$ cat src/rtl/seq_bit_serializer_if.sv
// Parallel-word valid/ready handshake feeding seq_bit_serializer.
// The master offers words; the slave (serializer) reports buffer space.
interface seq_bit_serializer_if #(
  parameter int WIDTH = 6
);
  logic             in_valid_i;
  logic             in_ready_o;
  logic [WIDTH-1:0] in_data_i;

  modport master (output in_valid_i, output in_data_i, input in_ready_o);
  modport slave  (input in_valid_i, input in_data_i, output in_ready_o);
endinterface

$ cat src/rtl/seq_bit_serializer.sv
// MSB-first parallel-to-serial converter with a one-word pending buffer for gapless streaming.
// Optional macro SER_PARITY_EN appends an even-parity bit (^word) after each word's data bits.
module seq_bit_serializer #(
  parameter int   WIDTH    = 6,
  parameter logic IDLE_BIT = 1'b0
) (
  input  logic                 clk,
  input  logic                 rst,
  input  logic                 en_i,
  input  logic                 flush_i,
  seq_bit_serializer_if.slave  in_if,
  output logic                 data_o,
  output logic                 bit_valid_o,
  output logic                 word_start_o,
  output logic                 busy_o
);

`ifdef SER_PARITY_EN
  localparam int TOTAL = WIDTH + 1;
`else
  localparam int TOTAL = WIDTH;
`endif
  localparam int CW = $clog2(TOTAL + 1);
  localparam logic [CW-1:0] WIDTH_C = CW'(WIDTH);

  typedef enum logic {IDLE, SHIFT} state_t;

  state_t           state, state_d;
  logic [CW-1:0]    bit_cnt, cnt_d;
  logic [WIDTH-1:0] shift_reg, shift_d;
  logic [WIDTH-1:0] pend_word, pend_word_d;
  logic             pend_valid, pend_valid_d;
  logic             data_d, bit_valid_d, word_start_d;
  logic             load;
`ifdef SER_PARITY_EN
  logic             par_bit, par_d;
`endif

  assign in_if.in_ready_o = !pend_valid;
  assign busy_o           = (state == SHIFT) || pend_valid;

  always_comb begin
    // NOTE: every signal written here gets a default first, so no path leaves it unassigned and no latch is inferred.
    state_d      = state;
    cnt_d        = bit_cnt;
    shift_d      = shift_reg;
    pend_word_d  = pend_word;
    pend_valid_d = pend_valid;
    data_d       = data_o;
    bit_valid_d  = 1'b0;
    word_start_d = 1'b0;
    load         = 1'b0;
`ifdef SER_PARITY_EN
    par_d        = par_bit;
`endif

    unique case (state)
      IDLE: begin
        data_d = IDLE_BIT;
        cnt_d  = '0;
        if (en_i && pend_valid) load = 1'b1;
      end
      SHIFT: begin
        if (en_i) begin
          // shift_reg[WIDTH-1] was emitted on the previous enabled edge; send the next one down.
          if (bit_cnt < WIDTH_C) begin
            data_d      = shift_reg[WIDTH-2];
            shift_d     = shift_reg << 1;
            bit_valid_d = 1'b1;
            cnt_d       = bit_cnt + CW'(1);
          end
`ifdef SER_PARITY_EN
          else if (bit_cnt == WIDTH_C) begin
            data_d      = par_bit;
            bit_valid_d = 1'b1;
            cnt_d       = bit_cnt + CW'(1);
          end
`endif
          else if (pend_valid) begin
            load = 1'b1;
          end else begin
            state_d = IDLE;
            data_d  = IDLE_BIT;
            cnt_d   = '0;
          end
        end
      end
      default: state_d = IDLE;
    endcase

    if (load) begin
      shift_d      = pend_word;
      data_d       = pend_word[WIDTH-1];
      bit_valid_d  = 1'b1;
      word_start_d = 1'b1;
      cnt_d        = CW'(1);
      pend_valid_d = 1'b0;
      state_d      = SHIFT;
`ifdef SER_PARITY_EN
      par_d        = ^pend_word;
`endif
    end

    // Acceptance looks at the registered pend_valid, so a word offered on the edge that drains the buffer is not taken.
    if (in_if.in_valid_i && !pend_valid) begin
      pend_word_d  = in_if.in_data_i;
      pend_valid_d = 1'b1;
    end

    if (flush_i) begin
      state_d      = IDLE;
      cnt_d        = '0;
      pend_valid_d = 1'b0;
      data_d       = IDLE_BIT;
      bit_valid_d  = 1'b0;
      word_start_d = 1'b0;
    end
  end

  // NOTE: sequential state uses non-blocking assignments so every register samples pre-edge values.
  always_ff @(posedge clk or negedge rst) begin
    if (!rst) begin
      state        <= IDLE;
      bit_cnt      <= '0;
      // NOTE: datapath registers are reset too; it costs little here and keeps reset-to-output behaviour fully defined.
      shift_reg    <= '0;
      pend_word    <= '0;
      pend_valid   <= 1'b0;
      data_o       <= IDLE_BIT;
      bit_valid_o  <= 1'b0;
      word_start_o <= 1'b0;
`ifdef SER_PARITY_EN
      par_bit      <= 1'b0;
`endif
    end else begin
      state        <= state_d;
      bit_cnt      <= cnt_d;
      shift_reg    <= shift_d;
      pend_word    <= pend_word_d;
      pend_valid   <= pend_valid_d;
      data_o       <= data_d;
      bit_valid_o  <= bit_valid_d;
      word_start_o <= word_start_d;
`ifdef SER_PARITY_EN
      par_bit      <= par_d;
`endif
    end
  end

endmodule
$ cat src/flat_wrapper.sv
// flat-port wrapper written by rule: the top's interface ports become plain ports
module seq_bit_serializer_flat 
#(
  parameter int   WIDTH    = 6,
  parameter logic IDLE_BIT = 1'b0
)
  (clk, rst, en_i, flush_i, data_o, bit_valid_o, word_start_o, busy_o, in_if_in_valid_i, in_if_in_data_i, in_if_in_ready_o);
  seq_bit_serializer_if #(.WIDTH(WIDTH)) in_if_i ();
  input  logic clk;
  input  logic rst;
  input  logic en_i;
  input  logic flush_i;
  output logic data_o;
  output logic bit_valid_o;
  output logic word_start_o;
  output logic busy_o;
  input wire logic [$bits(in_if_i.in_valid_i)-1:0] in_if_in_valid_i;
  input wire logic [$bits(in_if_i.in_data_i)-1:0] in_if_in_data_i;
  output wire logic [$bits(in_if_i.in_ready_o)-1:0] in_if_in_ready_o;
  assign in_if_i.in_valid_i = in_if_in_valid_i;
  assign in_if_i.in_data_i = in_if_in_data_i;
  assign in_if_in_ready_o = in_if_i.in_ready_o;
  seq_bit_serializer #(.WIDTH(WIDTH), .IDLE_BIT(IDLE_BIT)) u_core (.clk(clk), .rst(rst), .en_i(en_i), .flush_i(flush_i), .in_if(in_if_i), .data_o(data_o), .bit_valid_o(bit_valid_o), .word_start_o(word_start_o), .busy_o(busy_o));
endmodule
$ cat config.mk
export PLATFORM = sky130hd
export DESIGN_NAME = seq_bit_serializer_flat
export DESIGN_NICKNAME = d
export VERILOG_FILES = /design/src/rtl/seq_bit_serializer_if.sv /design/src/rtl/seq_bit_serializer.sv /design/src/flat_wrapper.sv
export SDC_FILE = /design/constraint.sdc
export NUM_CORES = 1
export LEC_CHECK = 0
export ABC_AREA = 1
export BUFFER_PORTS_ARGS = -buffer_cell sky130_fd_sc_hd__buf_2
export CAP_MARGIN = 30
export CORE_MARGIN = 1.5
export CORE_UTILIZATION = 55
export DETAILED_ROUTE_END_ITERATION = 10
export PLACE_DENSITY = 0.88
export SLEW_MARGIN = 20
export SYNTH_ARGS = -nofsm -noshare
export SYNTH_HDL_FRONTEND = slang
export SYNTH_SLANG_ARGS = --single-unit
$ cat constraint.sdc
create_clock -name clk -period 2.1 [get_ports clk]
set_input_delay 0.63 -clock clk [delete_from_list [all_inputs] [get_ports clk]]
set_output_delay 0.63 -clock clk [all_outputs]
set_load 0.01 [all_outputs]
==> impl_results.md, run 1 <==
- Via Count: 728
- Hold_buf cts: 0
- Crit path max fanout: 6
- Htree depth: 1
- First-pass GRT wire length: 2.86 mm
- Mapped Cells: 108
- Syn Nets: 120
- Antenna Cells: 0
- CP arrival: 1.09 ns
- Period utilization: 81.7%
- Avg Vias per Cell: 5.09
- Initial antenna violation count: 0
- Clock root buffer: clkbuf_4
- # rows: 14
- Worst EP required: 1.47 ns
- Utilization after layout: 67.3%
- Post-layout net count: 140
- Type of destination of the critical path: primary output
- Gr ovfl total: 0
- Width of the die: 43.5 um
- Leak pwr: 0.594 nW
- Slew HR: 73.7%
- Final setup TNS: 0 ns
- Post-route ant nets: 0
- Pin count of the biggest net entering global routing: 20
- Final wirelength: 1.54 mm
- Post-Place Cell Area: 998 um2
- Top cells by area in the synthesized netlist: dfrtp_1, nand2_1, nand3_1
- DRC Markers: 0
- Max cap viols: 0
- CTS resizes: 0
- Fin crit period: 1.72 ns
- Layout area overhead: 13.6%
- Post-Synth Simple-Gate Area: 32.4%
- Initial Util: 59.3%
- Largest family of logic cells by synthesized area: simple AND/OR/NAND/NOR gates
- Mean Syn Cell Area: 8.36 um2
- Synthesized cell area: 903 um2
- Area of the multi-input gates: 363 um2
- Core area: 1520 um2
- Power per cell area: 751 nW/um2
- Max rail drop VDD: 0.571 mV
- Xor/xnor share of the synthesized area: 0%
- Wire per inst: 10.8 um
- Gp weighted congestion: 0.804
- Post-CTS Setup Bufs: 0
- Post-synthesis compound-gate area fraction: 6.37%
- Post-placement cell count: 139
- Dpl hpwl: 1.23 mm
- Yosys cell types: 16
- Yosys top cell area share: 52.6%
- Unrepaired setup endpoints after global routing: no
- Starting DRT DRC Count: 9
- Fin cells: 143
- Die Span Y: 43.5 um
- Pre-CTS WS: 0.632 ns
- IO Pins: 16
- Commonest non-fill, non-tap cells in the layout: nand2_1, dfrtp_1, nand3_1
- First-pass DRT Iterations: 4
- Slew Limit Fails: 0
- Clock buffer depth: 2
- Yosys reg bits: 19
- Ys Warns: 0
- Slew @ Worst Pin: 0.395 ns
- Yosys top cell by area: dfrtp_1
- Max Clk Rate: 0.583 GHz
- Max reg flops: 6
- CTS Sinks: 19
- Min Hold Slack: 0.244 ns
- Clk slew on worst S/H paths: 0.11 ns
- Die area: 1890 um2
- Sequential fraction of the synthesis area: 52.6%
- Mux contribution to synthesized area: 0%
- Final Setup Violations: 0
- Worst skew pair latency: 0.29 ns
- Fin Clk Skew: 0.00101 ns
- CTS tree: done
- Power Total: 0.770 mW
- Commonest non-fill, non-tap cell in the layout: nand2_1
- Layout cell share with drive strength beyond 1: 26.0%
- Total GRT Usage: 20.1%
- Register area: 475 um2
- Vias in the first global route: 651
- Status: finished clean
- CP Class: flip-flop to primary output
- Worst Hold Class: input port to async pin
- Final Hold Vio Count: 0
- Fill cell total of the finished layout: 129
- Final setup margin: 0.384 ns
- Final Instance Area: 1030 um2
- CP Launch Type: flip-flop
- Num CTS Buffers: 3
- Adder-cell share of the synthesized area: 1.39%
- IO Port Bufs: 15
## layout make-up
| type | count | share of cell area [%] |
|---|---|---|
| Clock buffer | 3 | 2.20 |
| Inverter | 17 | 6.34 |
| Clock inverter | 1 | 0.488 |
| Multi-Input combinational cell | 72 | 35.4 |
| Timing Repair Buffer | 15 | 7.32 |
| Sequential cell | 19 | 46.3 |
| Tap cell | 16 | 1.95 |
## report_power, final
| group | internal (mW) | leakage, nW | total [mW] | switching (mW) |
|---|---|---|---|---|
| Clock | 0.0707 | 0.0177 | 0.185 | 0.114 |
| Combinational | 0.0557 | 0.334 | 0.142 | 0.0866 |
| Sequential | 0.415 | 0.242 | 0.443 | 0.0277 |
| Total | 0.542 | 0.594 | 0.770 | 0.229 |
## layer usage
layer  GRT usage [%]  up-vias  wire [um]  part of all wire [%]
met2            33.1       13        736                    48
met3            4.17        2         59                   3.8
met5               0        -          0                     0
met1            27.2      334        734                    48
li1                -      379          -                     -
met4            5.45        0         13                  0.84
## critical path, stage by stage, from the launching register on
cell,delay (ns)
dfrtp_1,0.53
inv_2,0.08
nand2_1,0.07
buf_2,0.12
## cell usage after synthesis
master and n:
ha_1 1, nand3_1 16, inv_1 12, clkinv_2 1, o21ai_1 5, o211ai_1 1, dfrtp_1 19, nand2_4 2
nand2_1 29, inv_2 4, nor2_2 1, a21oi_1 5, nand3_2 1, nand2_2 4, nand3_4 1, nor2_1 6
## kinds of logic after synthesis
kind of cell,Yosys count
AO/OA/AOI/OAI,11
adder cells (fa/ha/maj),1
buffers and inverters,17
flip-flops,19
AND/OR/NAND/NOR,60
## final timing paths
path,cells after the start,end,slack [ns],start
max in group asynchronous,1,u_core.pend_word[5],1.58,rst
min in group clk,2,u_core.pend_word[0],0.50,u_core.pend_word[0]
worst min-delay path,1,u_core.bit_cnt[1],0.24,rst
worst max-delay path,3,busy_o,0.38,u_core.state
worst max register to register,6,u_core.bit_cnt[0],0.99,u_core.pend_valid
worst min register to register,2,u_core.pend_word[0],0.50,u_core.pend_word[0]
Power figures use the tool's default switching activity.
==> run 2, diff against run 1 <==
--- a/config.mk
+++ b/config.mk
@@ -5,13 +5,13 @@
 export SDC_FILE = /design/constraint.sdc
 export NUM_CORES = 1
 export LEC_CHECK = 0
-export ABC_AREA = 1
+export ABC_AREA = 0
 export BUFFER_PORTS_ARGS = -buffer_cell sky130_fd_sc_hd__buf_2
 export CAP_MARGIN = 30
 export CORE_MARGIN = 1.5
-export CORE_UTILIZATION = 55
+export CORE_UTILIZATION = 47
 export DETAILED_ROUTE_END_ITERATION = 10
-export PLACE_DENSITY = 0.88
+export PLACE_DENSITY = 0.81
 export SLEW_MARGIN = 20
 export SYNTH_ARGS = -nofsm -noshare
 export SYNTH_HDL_FRONTEND = slang
==> constraint.sdc (replaced) <==
create_clock -name clk -period 1.5 [get_ports clk]
set_input_delay 0.45 -clock clk [delete_from_list [all_inputs] [get_ports clk]]
set_output_delay 0.45 -clock clk [all_outputs]
set_load 0.01 [all_outputs]
==> impl_results.md, run 2 <==
- Status: finished, violations left
- Failing checks: setup timing
- Top cells by area in the synthesized netlist: dfrtp_1, mux2_2, a211o_1
- Post-layout net count: 109
- Dpl hpwl: 1.20 mm
- Max Clk Rate: 0.653 GHz
- Final Setup Violations: 1
- Fin Clk Skew: 0.00529 ns
- Post-synth EDFFs: 0
- Slew HR: 72.5%
- Wire per inst: 13.7 um
- IO Pins: 16
- Yosys top cell area share: 54.6%
- Final setup margin: -0.0308 ns
- DRC Markers: 0
- Crit path max fanout: 2
- CTS Sinks: 19
- Max cap viols: 0
- CTS tree: done
- # rows: 15
- Worst skew pair latency: 0.30 ns
- Worst Hold Class: input port to async pin
- Total GRT Usage: 18.2%
- Ys Warns: 0
- Leak pwr: 0.513 nW
- Vias in the first global route: 621
- Yosys reg bits: 19
- Final Hold Vio Count: 0
- Top_reg_cell synth: dfrtp_1
- CP Launch Type: flip-flop
- Area of the multi-input gates: 367 um2
- Layout cell share with drive strength beyond 1: 43.8%
- Synthesized cell area: 871 um2
- Syn Nets: 85
- Commonest non-fill, non-tap cells in the layout: dfrtp_1, buf_2, nand2_1, mux2_2, buf_4
- Post-route ant nets: 0
- IO Port Bufs: 15
- Clk slew on worst S/H paths: 0.10 ns
- Final wirelength: 1.66 mm
- Gr ovfl total: 0
- Fin crit period: 1.53 ns
- CP startpoint: u_core.state
- CP arrival: 1.08 ns
- Initial Util: 50.4%
- Commonest non-fill, non-tap cell in the layout: dfrtp_1
- Max rail drop VDD: 0.648 mV
- Max reg flops: 6
- First-pass DRT Iterations: 4
- Initial antenna violation count: 0
- Die area: 2120 um2
- Type of destination of the critical path: primary output
- Clock buffer depth: 2
- Htree depth: 1
- Gp weighted congestion: 0.820
- Num CTS Buffers: 3
- Register area: 477 um2
- Antenna Cells: 0
- Mean Syn Cell Area: 11.9 um2
- Period utilization: 102%
- RR Startpoint: u_core.state
- Yosys cell types: 27
- Mapped Cells: 73
- Width of the die: 46.0 um
- CP Class: flip-flop to primary output
- Core area: 1730 um2
- Power per cell area: 1020 nW/um2
- Yosys top cell by area: dfrtp_1
- Count leader, synth: dfrtp_1
- Asr flop ratio synth: 100%
- Starting DRT DRC Count: 13
- Unrepaired setup endpoints after global routing: yes
- Sequential fraction of the synthesis area: 54.6%
- Die Span Y: 46.0 um
- Layout area overhead: 21.0%
- Pin count of the biggest net entering global routing: 20
- Fill cell total of the finished layout: 152
- First-pass GRT wire length: 2.63 mm
- Pre-CTS WS: -0.0218 ns
- Clock root buffer: clkbuf_4
- Min Hold Slack: 0.0605 ns
- Via Count: 667
- Avg Vias per Cell: 5.51
- Slew Limit Fails: 0
- Worst EP required: 1.05 ns
- List of most frequent post-synthesis cells: dfrtp_1, mux2_2, nand2_1
- Slew @ Worst Pin: 0.413 ns
[run 2: report_power, final]
| part | switching (mW) | leakage [nW] | internal, mW | total (mW) |
|---|---|---|---|---|
| sequential | 0.0402 | 0.240 | 0.583 | 0.623 |
| clock | 0.156 | 0.0177 | 0.0996 | 0.255 |
| combinational | 0.0835 | 0.254 | 0.115 | 0.198 |
[run 2: cell type report]
type                       count  area share [%]
clock buffer                   3            2.14
clock inverter                 1           0.475
inverter                       2           0.713
multi-input combinational     49            34.8
sequential                    19            45.2
tap                           25            2.97
timing repair buffer          22            13.7
[run 2: logic make-up (layout without fill, tap and decap cells)]
group                      after synthesis  in the layout  synth area share [%]
adders and majority gates                1              1                  1.44
buffers and inverters                    5             28                  4.02
muxes                                    6              6                  7.76
AOI/OAI and AO/OA                       17             17                  16.1
and+or+nand+nor                         25             25                  16.1
DFF                                     19             19                  54.6
[run 2: timing repair]
action	in CTS	in global routing
endpoints found under the hold margin	0	0
hold buffers	0	0
setup endpoints to repair	4	6
gates resized for setup	4	3
pin swaps	1	0
buffers inserted	3	1
[run 2: layer usage]
metal / wire length [um] / vias to the layer above / track usage [%]
li1: - / 310 / -
met1: 711 / 329 / 22.3
met2: 794 / 24 / 28.3
met3: 101 / 4 / 4.76
met4: 54 / 0 / 11.4
met5: 0 / - / 0
[run 2: path summary, 6_finish.rpt]
path,end,slack [ns],depth (start not counted)
worst max-delay path,busy_o,-0.03,2
worst min-delay path,u_core.bit_cnt[0],0.06,1
worst max register to register,u_core.shift_reg[4],0.08,4
worst min register to register,u_core.shift_reg[1],0.49,1
max in group asynchronous,u_core.state,1.13,1
min in group clk,u_core.pend_word[0],0.37,2
[run 2: critical path: stages (launching register included)]
cell     delay (ns)
dfrtp_2        0.42
or2_4          0.24
buf_6          0.12
[run 2: per-stage QoR]
| step | setup TNS, ns | instance area [um2] | power [mW] | util, % | instances |
|---|---|---|---|---|---|
| 2_1_floorplan | 0 | 871 | 0.740 | - | 73 |
| 3_3_place_gp | 0 | 972 | 0.796 | 56.3 | 113 |
| 3_5_place_dp | -0.0321 | 972 | 0.808 | 56.3 | 113 |
| 4_1_cts | -0.0376 | 1030 | 1.08 | 59.8 | 120 |
| 5_1_grt | -0.0604 | 1050 | 1.13 | 61.0 | 121 |
| 6_report | -0.0308 | 1050 | 1.08 | 61.0 | 121 |
